**config.mk**
```make
export PLATFORM = sky130hd
export DESIGN_NAME = trig_serializer
export DESIGN_NICKNAME = d
export VERILOG_FILES = /design/src/rtl/trig_ser_pkg.sv /design/src/rtl/tick_edge_det.sv /design/src/rtl/trig_serializer.sv
export SDC_FILE = /design/constraint.sdc
export NUM_CORES = 1
export LEC_CHECK = 0
export ABC_AREA = 1
export CORE_ASPECT_RATIO = 0.7
export CORE_MARGIN = 10
export CORE_UTILIZATION = 35
export DETAILED_ROUTE_END_ITERATION = 8
export PLACE_DENSITY_LB_ADDON = 0.1
export SETUP_SLACK_MARGIN = 0.1
export SYNTH_ARGS = -nofsm -noshare
export SYNTH_HDL_FRONTEND = slang
export SYNTH_SLANG_ARGS = --single-unit
```
**constraint.sdc**
```tcl
create_clock -name clk -period 1.4 [get_ports clk]
set_input_delay 0.28 -clock clk [delete_from_list [all_inputs] [get_ports clk]]
set_output_delay 0.28 -clock clk [all_outputs]
set_load 0.01 [all_outputs]
```
**src/rtl/trig_ser_pkg.sv**
```systemverilog
// Shared types and constants for the trigger-paced serializer.
package trig_ser_pkg;

  typedef enum logic [2:0] {
    IDLE,
    START,
    DATA,
    PARITY,
    STOP
  } state_t;

  localparam logic SDO_IDLE = 1'b1;

  // Number of ticks from acceptance to return to IDLE.
  function automatic int frame_ticks(input int data_w, input int parity_en);
    return 2 + data_w + parity_en;
  endfunction

endpackage

```
**src/rtl/tick_edge_det.sv**
```systemverilog
// Falling-edge detector on the divider trigger; tick is combinational off a registered history bit.
// History resets to 0 so no tick is produced straight out of reset.
module tick_edge_det (
  input  logic clk,
  input  logic rst,
  input  logic trigger,
  output logic tick
);

  logic trig_q;
  logic trig_d;

  always_comb trig_d = trigger;

  always_ff @(posedge clk or posedge rst) begin
    if (rst) begin
      trig_q <= 1'b0;
    end else begin
      trig_q <= trig_d;
    end
  end

  assign tick = trig_q & ~trigger;

endmodule

```
**src/rtl/trig_serializer.sv**
```systemverilog
// UART-style serializer paced by divider ticks: start bit, DATA_W data bits, optional even parity, stop bit.
// Clears the divider (nul) when a word is accepted so the start bit gets a full bit period.
module trig_serializer
  import trig_ser_pkg::*;
#(
  parameter int unsigned DATA_W    = 8,
  parameter bit          PARITY_EN = 1'b0,
  parameter bit          MSB_FIRST = 1'b0
) (
  input  logic              clk,
  input  logic              rst,
  input  logic              trigger,
  input  logic              start,
  input  logic [DATA_W-1:0] data,
  output logic              ready,
  output logic              busy,
  output logic              sdo,
  output logic              done,
  output logic              nul
);

  localparam int unsigned CW = $clog2(DATA_W + 1);

  logic tick;

  tick_edge_det u_tick (
    .clk     (clk),
    .rst     (rst),
    .trigger (trigger),
    .tick    (tick)
  );

  state_t            state_q, state_d;
  logic [DATA_W-1:0] shift_q, shift_d;
  logic [CW-1:0]     cnt_q, cnt_d;
  logic              par_q, par_d;
  logic              sdo_q, sdo_d;
  logic              busy_q, busy_d;
  logic              ready_q, ready_d;
  logic              done_q, done_d;
  logic              nul_q, nul_d;

  logic              bit_out;
  logic [DATA_W-1:0] shift_adv;

  // The outgoing bit always sits at the head of the shift register.
  always_comb begin
    if (MSB_FIRST) begin
      bit_out   = shift_q[DATA_W-1];
      shift_adv = shift_q << 1;
    end else begin
      bit_out   = shift_q[0];
      shift_adv = shift_q >> 1;
    end
  end

  always_comb begin
    state_d = state_q;
    shift_d = shift_q;
    cnt_d   = cnt_q;
    par_d   = par_q;
    sdo_d   = sdo_q;
    busy_d  = busy_q;
    ready_d = ready_q;
    done_d  = 1'b0;
    nul_d   = 1'b0;
    case (state_q)
      IDLE: begin
        sdo_d = SDO_IDLE;
        if (start) begin
          state_d = START;
          shift_d = data;
          cnt_d   = '0;
          par_d   = PARITY_EN ? ^data : 1'b0;
          sdo_d   = 1'b0;
          busy_d  = 1'b1;
          ready_d = 1'b0;
          nul_d   = 1'b1;
        end
      end
      START: begin
        if (tick) begin
          state_d = DATA;
          sdo_d   = bit_out;
          shift_d = shift_adv;
          cnt_d   = CW'(1);
        end
      end
      DATA: begin
        // cnt_q counts data bits already placed on sdo.
        if (tick) begin
          if (cnt_q == CW'(DATA_W)) begin
            if (PARITY_EN) begin
              state_d = PARITY;
              sdo_d   = par_q;
            end else begin
              state_d = STOP;
              sdo_d   = 1'b1;
            end
          end else begin
            sdo_d   = bit_out;
            shift_d = shift_adv;
            cnt_d   = cnt_q + CW'(1);
          end
        end
      end
      PARITY: begin
        if (tick) begin
          state_d = STOP;
          sdo_d   = 1'b1;
        end
      end
      STOP: begin
        if (tick) begin
          state_d = IDLE;
          sdo_d   = SDO_IDLE;
          done_d  = 1'b1;
          busy_d  = 1'b0;
          ready_d = 1'b1;
        end
      end
      default: begin
        state_d = IDLE;
        sdo_d   = SDO_IDLE;
        busy_d  = 1'b0;
        ready_d = 1'b1;
      end
    endcase
  end

  always_ff @(posedge clk or posedge rst) begin
    if (rst) begin
      state_q <= IDLE;
      shift_q <= '0;
      cnt_q   <= '0;
      par_q   <= 1'b0;
      sdo_q   <= SDO_IDLE;
      busy_q  <= 1'b0;
      ready_q <= 1'b1;
      done_q  <= 1'b0;
      nul_q   <= 1'b0;
    end else begin
      state_q <= state_d;
      shift_q <= shift_d;
      cnt_q   <= cnt_d;
      par_q   <= par_d;
      sdo_q   <= sdo_d;
      busy_q  <= busy_d;
      ready_q <= ready_d;
      done_q  <= done_d;
      nul_q   <= nul_d;
    end
  end

  assign sdo   = sdo_q;
  assign busy  = busy_q;
  assign ready = ready_q;
  assign done  = done_q;
  assign nul   = nul_q;

endmodule
```
==> results of run 1 <==
==> power breakdown <==
group	switching [mW]	leakage (nW)	internal, mW	total, mW
Combinational	1.23	0.631	0.933	2.16
Clock	0.214	0.0255	0.199	0.412
Sequential	0.183	0.262	0.861	1.04
Total	1.63	0.919	1.99	3.62
==> cells in the mapped netlist <==
library cell,instances
o21ai_0,4
buf_4,2
nor2_4,2
ha_1,2
nor3_1,3
nand3_2,1
dfrtp_1,19
inv_1,19
nor2_2,4
nand2_4,1
buf_6,1
inv_2,3
nand3_1,21
nand2_2,2
a21oi_1,1
nor2_1,6
nand2_1,71
a21oi_4,1
nand3b_1,1
nand4_1,1
dfstp_2,2
==> final cells by class <==
type / instances / area, µm² / share of cell area [%]
Clock inverter: 1 / 5.00 / 0.289
Inverter: 22 / 85.1 / 4.92
Sequential cell: 21 / 532 / 30.8
Multi-Input combinational cell: 122 / 669 / 38.7
Tap cell: 47 / 58.8 / 3.40
Timing Repair Buffer: 39 / 338 / 19.5
Clock buffer: 3 / 41.3 / 2.39
==> cells by family after synthesis <==
kind of cell             synth area share (%)
AND/OR/NAND/NOR                          41.8
adder cells (fa/ha/maj)                  2.07
flip-flops                               43.7
buffers and inverters                    9.02
AO/OA/AOI/OAI                            3.42
==> registers in the layout, summed over array words and instances, names as in the netlist <==
register       cells
ready              1
busy               1
nul                1
cnt_q              4
shift_q            8
sdo                1
done               1
u_tick.trig_q      1
state_q            3
==> what timing repair did <==
item | 4_1_cts | 5_1_grt
gates resized for setup | 20 | 26
setup endpoints to repair | 21 | 20
pin swaps | 0 | 5
gates cloned | 0 | 1
hold buffers | 0 | 0
buffers inserted | 2 | 4
==> stage by stage <==
| step | total power, mW | area (µm²) | setup TNS (ns) | hold slack (ns) |
|---|---|---|---|---|
| detailed placement | 2.86 | 1530 | -3.44 | 0.454 |
| finish | 3.62 | 1730 | 0 | 0.354 |
| CTS | 3.37 | 1620 | 0 | 0.359 |
| global route | 3.97 | 1730 | -0.440 | 0.378 |
| floorplan | 2.21 | 1210 | 0 | 0.255 |
| global placement | 2.83 | 1530 | -2.87 | 0.448 |
==> worst max path at each step <==
stage / start / endpoint / slack (ns)
final: trigger / shift_q[5]$_DFFE_PP0P_ / 0.03
after global routing: state_q[2]$_DFFE_PP0P_ / shift_q[6]$_DFFE_PP0P_ / -0.05
after CTS: ready$_DFFE_PP1P_ / ready / 0.04
after detailed placement: trigger / shift_q[6]$_DFFE_PP0P_ / -0.23
after global placement: trigger / sdo$_DFFE_PP1P_ / -0.24
after floorplan: cnt_q[0]$_DFFE_PP0P_ / cnt_q[2]$_DFFE_PP0P_ / 0.10
==> routing by layer <==
| layer | share of wire [%] | global-route usage [%] |
|---|---|---|
| met1 | 48 | 13.7 |
| met2 | 48 | 15.0 |
| met3 | 3.6 | 2.69 |
| met4 | 0.52 | 2.79 |
| met5 | 0 | 0 |
==> critical path, stage by stage <==
cell and delay (ns):
clkdlybuf4s50_1 0.42, inv_1 0.07, nand2_2 0.11, inv_1 0.15
nor2_4 0.06, nor2_4 0.18, nand2_2 0.13, nand2_1 0.08
nand2_1 0.05
==> results.json, run 1 <==
{
  "root_buffer": "clkbuf_8",
  "diodes": 0,
  "routed_wl_um": 3280,
  "synth_area_um2": 1210,
  "synth.area.top_cells": "dfrtp_1 (39%), nand2_1 (22%), nand3_1 (8.7%)",
  "wl_per_cell_um": 12.8,
  "r2r-start": "state_q[2]$_DFFE_PP0P_",
  "post-route-util_pct": 53.5,
  "io_pins": 17,
  "fmax_ghz": 0.731,
  "fin_crit_sh_pct": 97.7,
  "clk_latency_ns": 0.26,
  "drt_iter0_drc": 67,
  "relSlewSlack_pct": 80.9,
  "area_growth_pct": 43.2,
  "min_period_ns": 1.37,
  "r2r_cells": 7,
  "hold_class": "primary input to async pin",
  "r2r_end": "shift_q[5]$_DFFE_PP0P_",
  "cp-start-kind": "primary input",
  "ys_seq_area_share_pct": 43.7,
  "cts_tree": "built",
  "clock_sinks": 21,
  "die_area_um2": 6240,
  "preCtsSetupSlack_ns": -0.235,
  "cts_made_buffers": 3,
  "synth_warnings": 0,
  "synth_top_area_share_pct": 39.4,
  "place_inst": 244,
  "rsz0062_at_grt": "true",
  "num-nets-final": 223,
  "crit_arrival_ns": 1.53,
  "port_buffers": 16,
  "clkTransAtPathRegs_ns": 0.08,
  "n_fill_cell": 327,
  "yosysTopAreaCell": "dfrtp_1",
  "endpoint_kind": "register",
  "setup_slack_ns": 0.0318,
  "dr.pass1.iters": 4,
  "outcome": "finished clean",
  "grt_first_pass_wirelength_um": 5380,
  "grt_use_total_pct": 10.0,
  "instances_no_fill": 255,
  "setup_viol": 0,
  "worst_pin_slew_ns": 0.286,
  "finalHoldViolCount": 0,
  "layout_commonest_cell": "nand2_1",
  "powerDensity_nw_per_um2": 2090,
  "critPathRequiredTime_ns": 1.56,
  "grt_max_degree": 22,
  "core_area_um2": 3230,
  "hpwl_um": 2210,
  "p_leak_nw": 0.919,
  "antenna_found_initial": 0,
  "final_layout_size_suffix_gt1_share_pct": 34.1,
  "die_y_um": 69.1,
  "cts_buffer_depth": 2,
  "syn_nets": 181,
  "cap_violations": 0,
  "grt.overflow.total": 0,
  "vias": 1163,
  "synth.distinct_cells": 21,
  "initial_core_util_pct": 37.3,
  "postRouteAntennaNets": 0,
  "finClkSkew_ns": 0.00141,
  "grt_pass1_vias": 1116,
  "path_max_fanout": 6,
  "die_w_um": 90.2,
  "synth-seq-cells": 21,
  "place_congestion": 0.877,
  "crit_type": "primary input to register",
  "drc": 0,
  "finalMaxSlewViolations": 0,
  "h-tree-depth": 1,
  "peakVddDrop_mv": 0.704,
  "avgSynthCellArea_um2": 7.23,
  "syn-instance-count": 167,
  "rrSetupSlack_ns": 0.04,
  "layout_common_cells": "nand2_1 (61), buf_4 (18), inv_1 (16), dfrtp_1 (16), nand3_1 (15)",
  "viasPerCell": 4.56,
  "rows": 17
}
No activity file was read; power rests on OpenSTA's default activity.
==> run 2: changes to the inputs <==
CAP_MARGIN = 20   (was not set)
==> results of run 2 <==
No change in the layout: final DEF, timing and power equal those of run 1.
==> RTL change, RTL diff (flow settings as in run 1) <==
`DATA_W`: 8 -> 4.
--- a/src/rtl/trig_serializer.sv
+++ b/src/rtl/trig_serializer.sv
@@ -3,7 +3,7 @@
 module trig_serializer
   import trig_ser_pkg::*;
 #(
-  parameter int unsigned DATA_W    = 8,
+  parameter int unsigned DATA_W    = 4,
   parameter bit          PARITY_EN = 1'b0,
   parameter bit          MSB_FIRST = 1'b0
 ) (
Interface: changed (resized data); port bits go from 17 to 13. No check against the original RTL was run, so the function may have changed too.
==> RTL change against run 1 <==
Routed wire length down 38%. Combinational power is 34% lower. Clock power down 26%. Cell area decreased by 30%. Sequential share of layout area up 3.0 points. Area after synthesis fell by 27%. Sequential cell count fell by 5. Worst setup slack gained 98 ps. Sequential power fell by 23%. Clock skew increased by 1.2 ps. Total power down 30%. Largest power group unchanged.
==> RTL change: results (changes against run 1) <==
synthTopCellsByArea: "dfrtp_1 (40%), nand2_1 (18%), inv_1 (7.3%)"
reg_top3: "shift_q (4), cnt_q (3), state_q (3)"
hpwl_um: 1540  # -30%
grt_max_degree: 17  # -23%
synth.net_count: 126  # -30%
seq_cell_count: 16  # -24%
grt_pass1_wl_um: 3660  # -32%
netlist_top_cells_count: "nand2_1 (43), inv_1 (17), dfrtp_1 (14)"
grt_pass1_vias: 780  # -30%
drt_iter0_drc: 36  # -46%
clock_skew_ps: 2.65  # +1.24 ps
slowest_stage: "dfrtp_1"
yosys.area_share.adder: 0.0285  # +0.00781
clk_latency_ps: 290  # +30 ps
critPathArrivalTime_ps: 1500  # -30 ps
status: "finished, final reports clean"
signal_buffers: 23  # -41%
reg2reg_slack_ps: 130  # +90 ps
worst_slew_pin_slew_ps: 220  # -66.2 ps
syn_area_per_cell_um2: 7.56  # +4.6%
seqPwrFrac: 0.316  # +0.027
ctsRootBufferMaster: "clkbuf_4"
wl_per_cell_um: 11.4  # -11%
die_w_um: 79.8  # -11%
drive_gt1_frac: 0.301  # -0.0406
grtUsageMet3: 0.0402  # +0.0133
combPwrFrac: 0.563  # -0.034
gp_congestion: 0.840  # -4.2%
[RTL change: cell count changes after synthesis, sizes merged]
cell    delta
nand2     -29
nand3     -14
o21bai     +7
dfrtp      -5
inv        -4
buf        -3
nor2       -3
nand4      +2
nor3       -2
a21o       +1
nand3b     -1
o21ai      -1
xnor2      +1
[RTL change: path summary, 6_finish.rpt]
check                                               end  cells past startpoint
worst max-delay path               cnt_q[1]$_DFFE_PP0P_                      9
worst min-delay path                   busy$_DFFE_PP0P_                      3
worst max register to register     cnt_q[1]$_DFFE_PP0P_                      9
worst min register to register          sdo$_DFFE_PP1P_                      2
max in group asynchronous               sdo$_DFFE_PP1P_                      3
min in group clk                u_tick.trig_q$_DFF_PP0_                      1
[RTL change: kinds of logic after synthesis]
group                      count (synthesis)
xor gates and xnor gates                   1
DFF                                       16
AOI/OAI and AO/OA                         13
and+or+nand+nor                           66
buffers and inverters                     18
adders and majority gates                  2
